### config.mk
export PLATFORM = sky130hd
export DESIGN_NAME = seg_scan_ctrl
export DESIGN_NICKNAME = d
export VERILOG_FILES = /design/src/rtl/seg_scan_ctrl.sv
export SDC_FILE = /design/constraint.sdc
export NUM_CORES = 1
export LEC_CHECK = 0
export ABC_AREA = 1
export CAP_MARGIN = 20
export CELL_PAD_IN_SITES_DETAIL_PLACEMENT = 0
export CELL_PAD_IN_SITES_GLOBAL_PLACEMENT = 1
export CORE_AREA = 5 5 118 120
export CTS_BUF_LIST = sky130_fd_sc_hd__clkbuf_8 sky130_fd_sc_hd__clkbuf_16
export CTS_CLUSTER_SIZE = 24
export DETAILED_ROUTE_END_ITERATION = 10
export DIE_AREA = 0 0 123 125
export GPL_TIMING_DRIVEN = 0
export PLACE_DENSITY = 0.79
export SLEW_MARGIN = 20
export SYNTH_ARGS = -nofsm -noshare
export SYNTH_HDL_FRONTEND = slang
export SYNTH_SLANG_ARGS = --single-unit
### constraint.sdc
create_clock -name clk -period 2.6 [get_ports clk]
set_input_delay 0.39 -clock clk [delete_from_list [all_inputs] [get_ports clk]]
set_output_delay 0.39 -clock clk [all_outputs]
set_load 0.005 [all_outputs]
### src/rtl/seg_scan_ctrl.sv
// Scan controller for an 8-digit common-anode seven-segment display.
// New values are taken into the display register only at frame boundaries.
module seg_scan_ctrl #(
  parameter int unsigned SCAN_DIV  = 50000,
  parameter int unsigned BLANK_CYC = 500
) (
  input  logic        clk,
  input  logic        rst_n,
  input  logic        ena,
  input  logic [31:0] data_in,
  input  logic        load,
  input  logic [7:0]  dp_mask,
  input  logic        lz_en,
  output logic [7:0]  digit_n,
  output logic [7:0]  seg_n,
  output logic        pending,
  output logic        frame_done
);

  localparam int unsigned CntW = $clog2(SCAN_DIV);
  localparam logic [CntW-1:0] LastCnt  = CntW'(SCAN_DIV - 1);
  localparam logic [CntW-1:0] BlankCnt = CntW'(BLANK_CYC);

  logic [CntW-1:0] div_cnt_q, div_cnt_d;
  logic [2:0]      idx_q, idx_d;
  logic [31:0]     disp_reg_q, disp_reg_d;
  logic [31:0]     pend_reg_q, pend_reg_d;
  logic            pend_valid_q, pend_valid_d;
  logic [7:0]      digit_n_q, digit_n_d;
  logic [7:0]      seg_n_q, seg_n_d;
  logic            frame_done_q, frame_done_d;

  logic            tick;
  logic            frame_end;
  logic            xfer;
  logic [3:0]      nibble;
  logic            upper_zero;
  logic            blank;

  function automatic logic [6:0] font(input logic [3:0] n);
    case (n)
      4'h0:    font = 7'b1000000;
      4'h1:    font = 7'b1111001;
      4'h2:    font = 7'b0100100;
      4'h3:    font = 7'b0110000;
      4'h4:    font = 7'b0011001;
      4'h5:    font = 7'b0010010;
      4'h6:    font = 7'b0000010;
      4'h7:    font = 7'b1111000;
      4'h8:    font = 7'b0000000;
      4'h9:    font = 7'b0010000;
      4'hA:    font = 7'b0001000;
      4'hB:    font = 7'b0000011;
      4'hC:    font = 7'b1000110;
      4'hD:    font = 7'b0100001;
      4'hE:    font = 7'b0000110;
      default: font = 7'b0001110;
    endcase
  endfunction

  always_comb begin
    tick      = ena && (div_cnt_q == LastCnt);
    frame_end = tick && (idx_q == 3'd7);
    xfer      = frame_end && pend_valid_q;

    div_cnt_d = (!ena || tick) ? '0 : div_cnt_q + 1'b1;
    idx_d     = !ena ? 3'd0 : (tick ? idx_q + 3'd1 : idx_q);

    // A load coinciding with a transfer still lands in pend_reg and stays pending.
    pend_reg_d   = load ? data_in : pend_reg_q;
    pend_valid_d = load ? 1'b1 : (xfer ? 1'b0 : pend_valid_q);
    disp_reg_d   = xfer ? pend_reg_q : disp_reg_q;
    frame_done_d = frame_end;

    nibble     = disp_reg_q[{idx_q, 2'b00} +: 4];
    upper_zero = (disp_reg_q >> {idx_q, 2'b00}) == 32'd0;
    blank      = !ena || (div_cnt_q < BlankCnt) ||
                 (lz_en && (idx_q != 3'd0) && upper_zero);

    digit_n_d = blank ? 8'hFF : ~(8'd1 << idx_q);
    seg_n_d   = blank ? 8'hFF : {~dp_mask[idx_q], font(nibble)};
  end

  always_ff @(posedge clk or negedge rst_n) begin
    if (!rst_n) begin
      div_cnt_q    <= '0;
      idx_q        <= 3'd0;
      disp_reg_q   <= 32'd0;
      pend_reg_q   <= 32'd0;
      pend_valid_q <= 1'b0;
      digit_n_q    <= 8'hFF;
      seg_n_q      <= 8'hFF;
      frame_done_q <= 1'b0;
    end else begin
      div_cnt_q    <= div_cnt_d;
      idx_q        <= idx_d;
      disp_reg_q   <= disp_reg_d;
      pend_reg_q   <= pend_reg_d;
      pend_valid_q <= pend_valid_d;
      digit_n_q    <= digit_n_d;
      seg_n_q      <= seg_n_d;
      frame_done_q <= frame_done_d;
    end
  end

  assign digit_n    = digit_n_q;
  assign seg_n      = seg_n_q;
  assign frame_done = frame_done_q;
  assign pending    = pend_valid_q;

endmodule

==> flow_summary.yaml <==
clock_network:
  cts.sinks: 101
  clk_latency_ns: 0.35
  htreeDepth: 3
  clk_pin_slew_ns: 0.07
  clockBufferDepth: 2
  root_buffer: "clkbuf_16"
  tritoncts: "done"
  numCtsBuffers: 9
cells_and_area:
  fin_util_pct: 50.3
  area_growth_pct: 26.0
  drive_gt1_share_pct: 12.9
  n_fill_cell: 1277
  diodes: 0
  design_area_um2: 6470
  layout.nets: 788
synth:
  yosysWarnings: 0
  synth-seq-cells: 101
  yosysSeqAreaShare_pct: 49.6
  synth.avg_cell_area_um2: 7.93
  synth_edf_count: 0
  yosysUniqueCellTypes: 36
  synthArstFlopShare_pct: 100
  syn_area_um2: 5140
  syn_nets: 706
  synth_top_flop_cell: "dfrtp_1"
  synthCells: 648
pwr:
  sw_frac_of_total_pct: 23.4
  power_frac_clock_pct: 43.3
  power.leakage_nw: 3.00
  p_per_area_nw_per_um2: 498
  p_seq_share_pct: 50.6
  internal-power_mw: 2.47
  switchingPower_mw: 0.753
  peakVddDrop_uv: 353
  power_frac_comb_pct: 6.1
  p_total_mw: 3.22
timing:
  period_needed_ns: 2.42
  slew_headroom_pct: 58.6
  fmax_mhz: 413
  setup_ws_ns: 0.178
  final-setup-viol-count: 0
  hold_viol_final: 0
  period_share_pct: 93.1
  worst_slew_pin_slew_ns: 0.619
  fin_skew_ns: 0.00825
  slew_viol_final: 0
placed_design:
  hpwlAfterDp_um: 9220
  placed_cell_area_um2: 6000
  dp_slack_ns: -0.336
  gp_congestion: 0.859
  port_buffers: 61
global_route:
  grt_pass1_wl_um: 21200
  grt_antenna_before_repair: 0
  grtUsageTotal_pct: 17.2
  grt_start_max_net_pins: 65
  grt_pass1_vias: 4371
  grt_overflow: 0
critical_path:
  critPathSlowestCell: "dfrtp_1"
  endpoint_kind: "register"
  cpMostUsedCell: "nand2_1"
  cpLargestDelayFamily: "simple AND/OR/NAND/NOR gates"
  cp.buffers_inverters: 5
  start_kind: "register"
  cpPeakStageDelay_ns: 0.39
  worstPathArrival_ns: 2.72
  crit_type: "reg -> reg"
  critPathMaxFanout: 8
  cp.required_ns: 2.90
  crit_chain: "buf_6 -> inv_4 -> buf_8 -> nand2_1 -> nand2_1 -> nand2_1 -> nand2_2 -> nand2_2 -> nand2_4 -> ha_2 -> nand2_1 -> nor2_2 -> o21ai_0 -> inv_1 -> nand3_1 -> nor3_2 -> nand2_2 -> clkbuf_16 -> nand3_2"
drt:
  wl_um: 12500
  wl_per_cell_um: 13.7
  dr.pass1.iters: 5
  drcViolationCount: 0
  vias: 4421
  drtIter0Drc: 261
  ant_nets: 0
  vias_per_cell: 4.85
die:
  die_y_um: 125
  start_util_pct: 39.9
  core_area_um2: 12900
  design.die.area_um2: 15400
  ios: 63
  fp.dieW_um: 123
  row_count: 42
job:
  max-cap-violations: 0
hold_path:
  hold_class: "in -> reg"
status:
  status: "complete, no violations"
-- sequential cells by signal, indices dropped and copies added, names as in the netlist --
name / count
frame_done: 1
digit_n: 8
disp_reg_q: 32
idx_q: 3
pending: 1
pend_reg_q: 32
seg_n: 8
div_cnt_q: 16
-- cells in the final DEF, fill, tap and decap left out, drive strengths merged, types with 2 or more instances in the layout --
cell	count
clkdlybuf4s50	60
a31oi	2
a21oi	15
ha	13
nand2	205
clkbuf	18
o21ai	85
inv	83
nand4	3
clkinv	2
nand3	54
o21a	2
nor3	11
dfrtp	85
buf	29
dfstp	16
nor2	37
nor4	2
-- area by class of cell --
type                            instances  area [um2]  area share, %
Tap cell                              176         220           3.40
Timing Repair Buffer                   73         739           11.4
Buffer                                 26         189           2.92
Clock buffer                            9         225           3.48
Inverter                               80         305           4.72
Clock inverter                          7        81.3           1.26
Multi-Input combinational cell        439        2160           33.4
Sequential cell                       101        2550           39.4
-- power groups by stage --
stage / sequential, mW / clock (mW) / combinational (mW)
3_3_place_gp: 1.66 / 0 / 0.190
5_1_grt: 1.64 / 1.49 / 0.226
2_1_floorplan: 1.66 / 0 / 0.0717
3_5_place_dp: 1.66 / 0 / 0.200
4_1_cts: 1.63 / 1.43 / 0.202
6_report: 1.63 / 1.39 / 0.196
-- metal layers --
metal  global-route usage [%]  vias up  part of all wire, %
met2                     26.3       81                   46
met3                     3.75       20                  3.7
met5                        0        -                    0
met4                     5.67        0                  2.2
li1                         -     2225                    -
met1                     24.3     2095                   48
-- through the flow --
step / hold WS (ns) / instances / setup TNS (ns)
3_5_place_dp: 0.321 / 886 / -4.50
4_1_cts: 0.442 / 903 / 0
2_1_floorplan: 0.0944 / 648 / 0
5_1_grt: 0.483 / 911 / -0.00195
6_report: 0.440 / 911 / 0
3_3_place_gp: 0.449 / 885 / -240.42
-- what timing repair did --
action | 4_1_cts | 5_1_grt
pin swaps | 0 | 4
endpoints found under the hold margin | 37 | 0
resized for setup | 11 | 19
hold buffers | 1 | 0
setup endpoints to repair | 16 | 16
setup buffers | 0 | 9
gates cloned | 0 | 1
-- worst paths after layout --
path | start | endpoint | slack (ns) | cells after the start
min reg2reg | div_cnt_q[0] | div_cnt_q[0] | 0.46 | 1
min | load | pend_reg_q[11] | 0.44 | 2
max | idx_q[0] | digit_n[5] | 0.18 | 19
max reg2reg | idx_q[0] | digit_n[5] | 0.18 | 19
min in group asynchronous | rst_n | pend_reg_q[6] | 0.50 | 2
max in group asynchronous | rst_n | seg_n[4] | 1.42 | 3
-- cells by family after synthesis --
group | Yosys count | synth area share [%]
flip-flops | 101 | 49.6
AO/OA/AOI/OAI | 110 | 11.2
adder cells (fa/ha/maj) | 13 | 3.17
AND/OR/NAND/NOR | 316 | 27.1
buffers and inverters | 108 | 8.94
-- cells in the mapped netlist, types with 2 or more instances --
library cell	number	area [um2]
dfstp_2	16	420
inv_1	78	293
o21ai_0	52	260
nand3_1	43	215
nor3_1	10	50.1
dfrtp_1	85	2130
buf_2	14	70.1
buf_6	4	45.0
a21oi_1	15	75.1
o21ai_1	33	165
nand2_4	3	33.8
nand4_1	3	18.8
nor2_1	35	131
nor4_1	2	12.5
ha_1	13	163
nand2_2	4	25.0
nand2_1	198	743
nand3_2	11	110
o21a_1	2	15.0
clkbuf_1	9	33.8
a31oi_1	2	12.5
nor2_2	2	12.5
-- worst register-to-register path: stages (launching register included) --
cell and delay (ns):
dfrtp_1 0.39, buf_6 0.14, inv_4 0.08, buf_8 0.12, nand2_1 0.06, nand2_1 0.08
nand2_1 0.06, nand2_2 0.08, nand2_2 0.06, nand2_4 0.10, ha_2 0.17, nand2_1 0.07
nor2_2 0.09, o21ai_0 0.08, inv_1 0.06, nand3_1 0.08, nor3_2 0.21, nand2_2 0.17
clkbuf_16 0.21, nand3_2 0.06
Note: power is estimated with default switching activity, not from simulation.
